--- src/rtl/grf_wb_arbiter.sv ---
// Writeback arbiter for the single GRF write port: pipeline (P) has fixed priority,
// the mult/div unit (M) is granted after STARVE_LIMIT consecutive blocked cycles.
module grf_wb_arbiter #(
   parameter int STARVE_LIMIT = 4,
   parameter int CNT_W        = 3
) (
   input  logic             clk,
   input  logic             reset,
   input  logic             p_valid,
   output logic             p_ready,
   input  logic [4:0]       p_a3,
   input  logic [31:0]      p_wd,
   input  logic [31:0]      p_pc,
   input  logic             m_valid,
   output logic             m_ready,
   input  logic [4:0]       m_a3,
   input  logic [31:0]      m_wd,
   input  logic [31:0]      m_pc,
   output logic             grf_we,
   output logic [4:0]       grf_a3,
   output logic [31:0]      grf_wd,
   output logic [31:0]      grf_pc,
   input  logic [4:0]       q_a,
   output logic             q_hit,
   output logic [31:0]      q_wd,
   output logic [CNT_W-1:0] starve_cnt
);

   typedef enum logic [0:0] {
      NORMAL  = 1'b0,
      FORCE_M = 1'b1
   } state_t;

   localparam logic [CNT_W-1:0] LIMIT = CNT_W'(STARVE_LIMIT);

   state_t           state_r;
   state_t           state_nxt_s;
   logic [CNT_W-1:0] cnt_r;
   logic [CNT_W-1:0] cnt_nxt_s;
   logic             p_xfer_s;
   logic             m_xfer_s;
   logic [4:0]       win_a3_s;
   logic [31:0]      win_wd_s;
   logic [31:0]      win_pc_s;

   assign p_xfer_s = p_valid && p_ready;
   assign m_xfer_s = m_valid && m_ready;

   // State and starvation counter registers
   always_ff @(posedge clk or negedge reset) begin
      if (!reset) begin
         state_r <= NORMAL;
         cnt_r   <= {CNT_W{1'b0}};
      end else begin
         state_r <= state_nxt_s;
         cnt_r   <= cnt_nxt_s;
      end
   end

   // Next state: count blocked M cycles, force one M grant once the limit is reached
   always_comb begin
      state_nxt_s = state_r;
      cnt_nxt_s   = cnt_r;
      case (state_r)
         NORMAL: begin
            if (!m_valid || m_xfer_s) begin
               cnt_nxt_s = {CNT_W{1'b0}};
            end else if (cnt_r >= (LIMIT - CNT_W'(1))) begin
               cnt_nxt_s   = LIMIT;
               state_nxt_s = FORCE_M;
            end else begin
               cnt_nxt_s = cnt_r + CNT_W'(1);
            end
         end
         FORCE_M: begin
            // A dropped m_valid is tolerated: fall back rather than lock P out
            if (!m_valid || m_xfer_s) begin
               cnt_nxt_s   = {CNT_W{1'b0}};
               state_nxt_s = NORMAL;
            end else begin
               cnt_nxt_s   = cnt_r;
               state_nxt_s = FORCE_M;
            end
         end
         default: begin
            cnt_nxt_s   = {CNT_W{1'b0}};
            state_nxt_s = NORMAL;
         end
      endcase
   end

   // Ready outputs decoded from the current state
   always_comb begin
      p_ready = 1'b1;
      m_ready = !p_valid;
      case (state_r)
         NORMAL: begin
            p_ready = 1'b1;
            m_ready = !p_valid;
         end
         FORCE_M: begin
            p_ready = 1'b0;
            m_ready = 1'b1;
         end
         default: begin
            p_ready = 1'b1;
            m_ready = !p_valid;
         end
      endcase
   end

   // Winner field select; grants are mutually exclusive so M transfer picks M
   always_comb begin
      if (m_xfer_s) begin
         win_a3_s = m_a3;
         win_wd_s = m_wd;
         win_pc_s = m_pc;
      end else begin
         win_a3_s = p_a3;
         win_wd_s = p_wd;
         win_pc_s = p_pc;
      end
   end

   // Registered GRF write; writes to r0 complete the handshake but never assert WE
   always_ff @(posedge clk or negedge reset) begin
      if (!reset) begin
         grf_we <= 1'b0;
         grf_a3 <= 5'd0;
         grf_wd <= 32'd0;
         grf_pc <= 32'd0;
      end else if ((p_xfer_s || m_xfer_s) && (win_a3_s != 5'd0)) begin
         grf_we <= 1'b1;
         grf_a3 <= win_a3_s;
         grf_wd <= win_wd_s;
         grf_pc <= win_pc_s;
      end else begin
         grf_we <= 1'b0;
      end
   end

   assign q_hit      = grf_we && (grf_a3 == q_a) && (q_a != 5'd0);
   assign q_wd       = grf_wd;
   assign starve_cnt = cnt_r;

endmodule

--- config.mk ---
export PLATFORM = sky130hd
export DESIGN_NAME = grf_wb_arbiter
export DESIGN_NICKNAME = d
export VERILOG_FILES = /design/src/rtl/grf_wb_arbiter.sv
export SDC_FILE = /design/constraint.sdc
export NUM_CORES = 1
export LEC_CHECK = 0
export CAP_MARGIN = 20
export CORE_ASPECT_RATIO = 2
export CORE_MARGIN = 2
export CORE_UTILIZATION = 38
export DETAILED_ROUTE_END_ITERATION = 8
export GPL_TIMING_DRIVEN = 0
export PLACE_DENSITY_LB_ADDON = 0.1
export SLEW_MARGIN = 20
export SYNTH_ARGS = -nofsm -noshare
export SYNTH_HDL_FRONTEND = slang
export SYNTH_SLANG_ARGS = --single-unit
--- constraint.sdc ---
create_clock -name clk -period 2.95 [get_ports clk]
set_input_delay 0.4425 -clock clk [delete_from_list [all_inputs] [get_ports clk]]
set_output_delay 0.4425 -clock clk [all_outputs]
set_load 0.02 [all_outputs]
==> run metrics <==
fin nets 794; ys async rst share 100%; Main synth FF type sky130_fd_sc_hd__dfrtp_1; share of the clock period used by the worst path between 80 and 90%; netlist area before placement 3710 sq um; Data arrival, critical path between 1.5 and 2 ns; most used cells in the layout excluding fill and tap cells 252 x sky130_fd_sc_hd__clkdlybuf4s50_1, 74 x sky130_fd_sc_hd__dfrtp_1, 67 x sky130_fd_sc_hd__inv_1; Area Growth Syn to Fin 81.4%; leakage dissipation just under 0.003 uW; Top Ports between 200 and 300; most common cell after layout, fill and taps aside sky130_fd_sc_hd__clkdlybuf4s50_1; outcome finished clean; clk_lat worst skew 0.33 ns; Die ar. 10600 sq um; Buf/Inv on CP 2; GRT Overall Usage 24.7%; Worst Setup Path Type in2out; switching power summed over all nets 1050 uW; top cell family by delay on the critical path buffers and inverters; CP startpoint kind input port; maximum cell stage delay along the critical path 0.63 ns; average detailed-routed wire length per instance 16.8 microns; routability-driven placement congestion ratio between 0.8 and 0.9; number of synthesized flops with an enable pin 0; power per standard cell area 517 nW/um^2; cell count after synthesis 380; number of rows in the core area 51; total gr overflow 0; Worst setup startpoint q_a[0]; syn nets 529; footprint of the flip-flops and latches 1850 sq um; Worst Path Max Fanout 1; total via count in the routed design 3857; setup repair after global routing missed its margin false; critical path cell sequence clkdlybuf4s50_1 > xnor2_1 > nand3_1 > nor3_1 > clkdlybuf4s50_1; total setup violations reported at the end of the flow 0; vias per inst just under 5; number of cells in the finished layout apart from fillers 782; count of unique library cells instantiated by Yosys 33; combinational power share around 34%; number of buffers added for setup after CTS 0; Net Sw Frac 30.2%; DRC violation count after routing 0; area of the multi-input gates approximately 1200 sq um; clock sink count 74; number of buffers created by CTS 9; internal power 2430 uW; drt initial violations 196; pin count of the biggest net entering global routing 49; Die W roughly 74 microns; synth warn 0; number of cells in the design after placement 766; count of buffers from port buffering approximately 250; VDD IR-drop max 397 uV; Final Worst Setup Slack 0.569 ns; worst hold path type in2async; HPWL after detailed placement 10.4 mm; total core area 9640 sq um; critical path endpoint category output pin; post-synthesis sequential area ratio 49.9%; Crit path top cell by count sky130_fd_sc_hd__clkdlybuf4s50_1; Post-DRT Antenna Nets 0; clock skew 0.00427 ns; clock root buffer sky130_fd_sc_hd__clkbuf_16; count of H-tree levels built during CTS 3; Final Hold Violating Endpoints 0; die extent in y 144 microns; Mean Syn Cell Area 9.76 sq um; # Max-Cap Violations 0; final critical path time including I/O delays and setup 2.38 ns; buffers from clock root to sink, at most 2; wire length of the first global-routing pass 19.8 mm; part of the total power dissipated in the clock network a little under a third; TritonCTS clock tree built; via count of the first global-routing pass 3883; ANT cells 0; Initial DRT Pass Iterations 4; starting density of the core between 30 and 40%; Worst path slowest cell sky130_fd_sc_hd__clkdlybuf4s50_1; Slew HR 70.3%; Tightest Pin Transition 0.446 ns; reg-to-reg critical path startpoint state_r; Post-Route WL 13.1 mm; total count of max-transition violations in the final report 0; register clock-pin slew on the reported worst setup and hold paths 0.06 ns; pre-CTS setup slack 0.577 ns; initial antenna violation count 0; maximum clock rate 420 MHz; Post-CTS Hold Buffers 0; Gates resized, CTS repair 0; share of cells above drive strength 1 12.0%; final-layout fill cell count 806; required time of the critical path 2.51 ns; sequential share of power 35.4%; number of synthesized register bits 74
==> synthesized netlist by cell type, drive strengths merged (2+ instances only) <==
library cell | instances | area, sq um
a221o | 2 | 20.0
inv | 69 | 264
a31o | 2 | 17.5
nor2 | 6 | 22.5
dfrtp | 74 | 1850
buf | 54 | 409
nand2 | 3 | 18.8
o21ai | 65 | 325
nor4 | 5 | 31.3
a211oi | 3 | 27.5
mux2i | 4 | 40.0
a21oi | 8 | 40.0
ha | 2 | 25.0
xnor2 | 4 | 35.0
a22oi | 64 | 480
clkbuf | 2 | 7.51
nor3 | 5 | 25.0
==> kinds of logic after synthesis <==
kind of cell	after synthesis	synth area share [%]
compound gates	145	24.9
buf+inv	125	18.4
flops	74	49.9
simple gates	25	3.78
mux	5	1.38
xor+xnor	4	0.945
fa+ha+maj	2	0.675
==> final cells by class <==
cell class	instances	share of cell area, %
Tap cell	132	2.46
Clock buffer	9	3.35
Clock inverter	7	1.04
Timing Repair Buffer	254	38.0
Sequential cell	74	27.5
Inverter	69	3.93
Buffer	56	6.20
Multi-Input combinational cell	181	17.5
==> final timing paths <==
| path | cells past startpoint | slack (ns) | to |
|---|---|---|---|
| max | 5 | 0.57 | q_hit |
| min | 1 | 0.03 | grf_wd[18] |
| max reg2reg | 8 | 1.25 | grf_pc[16] |
| min reg2reg | 1 | 0.49 | starve_cnt[0] |
| max in group asynchronous | 2 | 2.35 | grf_pc[14] |
| min in group clk | 2 | 0.42 | starve_cnt[1] |
==> routing by layer <==
layer	global-route usage, %	vias up	wire length (microns)
met1	26.5	1847	4470
met2	45.9	186	7580
met3	4.91	18	864
met4	9.19	0	203
met5	0	-	0
li1	-	1806	-
==> flip-flops by register name, indices dropped and copies added (netlist names) <==
| signal | cells |
|---|---|
| starve_cnt | 3 |
| grf_we | 1 |
| state_r | 1 |
| grf_pc | 32 |
| grf_wd | 32 |
| grf_a3 | 5 |
==> power groups by stage <==
stage	clock, uW	combinational [uW]	sequential [uW]
global placement	0	1150	1240
finish	1080	1170	1230
global route	1150	1250	1240
floorplan	0	379	1370
detailed placement	0	1170	1240
CTS	1100	1180	1230
==> stage by stage <==
stage	TNS (ns)	area (sq um)	utilization, %	hold WS, ns	total power [uW]
2_1_floorplan	0	3710	-	0.147	1750
3_3_place_gp	-83.87	6400	66.5	0.477	2390
3_5_place_dp	0	6430	66.7	0.395	2420
4_1_cts	0	6730	69.8	0.0341	3510
5_1_grt	0	6730	69.8	0.0468	3640
6_report	0	6730	69.8	0.0342	3470
Note: power is estimated with default switching activity, not from simulation.
==> patch, RTL diff (same settings) <==
Set the parameter `CNT_W` to 6 (it was 3).
--- a/src/rtl/grf_wb_arbiter.sv
+++ b/src/rtl/grf_wb_arbiter.sv
@@ -4,3 +4,3 @@
    parameter int STARVE_LIMIT = 4,
-   parameter int CNT_W        = 3
+   parameter int CNT_W        = 6
 ) (
Interface: changed (resized starve_cnt); port bits go from 255 to 258. No check against the original RTL was run, so the function may have changed too.
==> patch against the unedited design <==
- synthesized cell count fell by 3.9%
- power rose by 3.7%
- sequential share of layout area rose by 2.0 points
- wire length fell by 5.6%
- critical path depth fell by 1
- hold slack improved by 41 ps
- clock skew fell by 1.1 ps
- synthesized area fell by 4.8%
- critical endpoint is now m_ready
- combinational power rose by 12%
- cell area fell by 3.0%
- sequential cell count rose by 3
- critical path type unchanged
- worst setup slack got worse by 130 ps
==> patch: results (changes against the unedited design) <==
metric,value,unit,change
diodes,0,,unchanged
ys_seq_area_share,54.6,%,was 49.9%
ctsResizeCount,0,,unchanged
drt_iter0_markers,104,,was 196
fin_hold_ws,75.5,ps,was 34.2 ps
cts_made_buffers,9,,unchanged
synthTopCellsByArea,"dfrtp_1 (55%), o22ai_1 (11%), a21oi_1 (9.2%), buf_4 (8.3%), inv_1 (7.1%)",,"was dfrtp_1 (50%), a22oi_1 (13%), o21ai_1 (6.9%), inv_1 (6.8%), buf_4 (6.5%)"
synth_xor_area_share,0.993,%,was 0.945%
yosysWarnings,0,,unchanged
nets,784,,was 794
ir_worst_vdd,0.493,mV,was 0.397 mV
post_cts_buffers,0,,unchanged
timing.reg2reg.setup_slack,960,ps,was 1250 ps
num_vias,3743,,was 3857
yosys.area.top_type,dfrtp_1,,unchanged
skew,3.21,ps,was 4.27 ps
clk_pin_slew,60,ps,about the same
htreeDepth,3,,unchanged
ys_types,25,,was 33
gr-usage-all-layers,24.6,%,was 24.7%
synth_fa_ha_area_share,0.354,%,was 0.675%
synthMuxAreaShare,0.851,%,was 1.38%
slowest_delay,590,ps,was 630 ps
status,"finished, final reports clean",,unchanged
portBuffers,257,,was 253
place_area,6250,um^2,was 6430 um^2
rr_worst_depth,7,,was 8
ys_top_cells_by_count,"dfrtp_1 (77), inv_1 (67), a21oi_1 (65)",,"was dfrtp_1 (74), inv_1 (67), a22oi_1 (64)"
clockBufferDepth,2,,unchanged
async_flop_share,100,%,unchanged
r2r_end,grf_wd[14]$_DFFE_PN0P_,,was grf_pc[16]$_DFFE_PN0P_
clk_latency,330,ps,about the same
grt_pass1_wl,19100,um,was 19800 um
dp_hpwl,9870,um,was 10400 um
critPathTopFamily,buffers and inverters,,unchanged
worstPathArrival,2070,ps,was 1940 ps
synth_compound_area_share,22.2,%,was 24.9%
hold_class,in2async,,unchanged
fillCellCount,692,,was 806
wire_per_inst,16.7,um,was 16.8 um
cp_slowest_cell,clkdlybuf4s50_1,,unchanged
routabilityCongestion,0.822,,was 0.898
worst-path-max-fanout,6,,was 1
total_leakage_power,2.96,nW,was 2.97 nW
grt_pass1_vias,3925,,was 3883
reg2reg_from,state_r$_DFF_PN0_,,unchanged
grt_max_degree,41,,was 49
drive_above_1_share,11.0,%,was 12.0%
-- patch: per-layer routing --
| metal | track usage, % | vias to the layer above | wire length, um |
|---|---|---|---|
| li1 | - | 1759 | - |
| met1 | 24.5 | 1772 | 4180 |
| met2 | 45.0 | 176 | 6790 |
| met3 | 5.76 | 36 | 830 |
| met4 | 13.8 | 0 | 588 |
| met5 | 0 | - | 0 |
-- patch: logic make-up after synthesis --
kind of cell | count (synthesis)
other cells | 1
fa+ha+maj | 1
flops | 77
buf+inv | 121
compound gates | 136
xor+xnor | 4
simple gates | 22
mux | 3
-- patch: through the flow --
step | TNS [ps] | cells | worst slack, ps | utilization, %
after CTS | 0 | 741 | 438 | 72.4
final | 0 | 741 | 436 | 72.4
after global routing | 0 | 741 | 343 | 72.4
after floorplan | 0 | 367 | 1110 | -
after detailed placement | 0 | 727 | 364 | 69.4
after global placement | -94540 | 726 | -1230 | 69.2
-- patch: how the worst max path moves through the flow --
stage	start	to	slack [ps]	depth (start not counted)
global route	p_valid	m_ready	340	4
global placement	reset	grf_pc[8]$_DFFE_PN0P_	-1230	1
CTS	p_valid	m_ready	440	4
floorplan	p_valid	grf_a3[0]$_DFFE_PN0P_	1110	7
detailed placement	m_a3[2]	grf_wd[14]$_DFFE_PN0P_	360	7
finish	p_valid	m_ready	440	4
-- patch: report_power, final --
part	switching (mW)	internal, mW	total, mW
logic	0.604	0.707	1.31
clock network	0.390	0.602	0.992
registers	0.103	1.20	1.30
total	1.10	2.51	3.60
-- patch: cell type report --
cell class | instances | area, um^2 | area share [%]
repair buffers | 258 | 2590 | 39.7
flip-flops and latches | 77 | 1930 | 29.5
multi-input cells | 169 | 992 | 15.2
plain buffers | 54 | 367 | 5.62
clock buffers | 12 | 256 | 3.93
inverters | 67 | 251 | 3.86
well taps | 102 | 128 | 1.96
clock inverters | 2 | 10.0 | 0.153
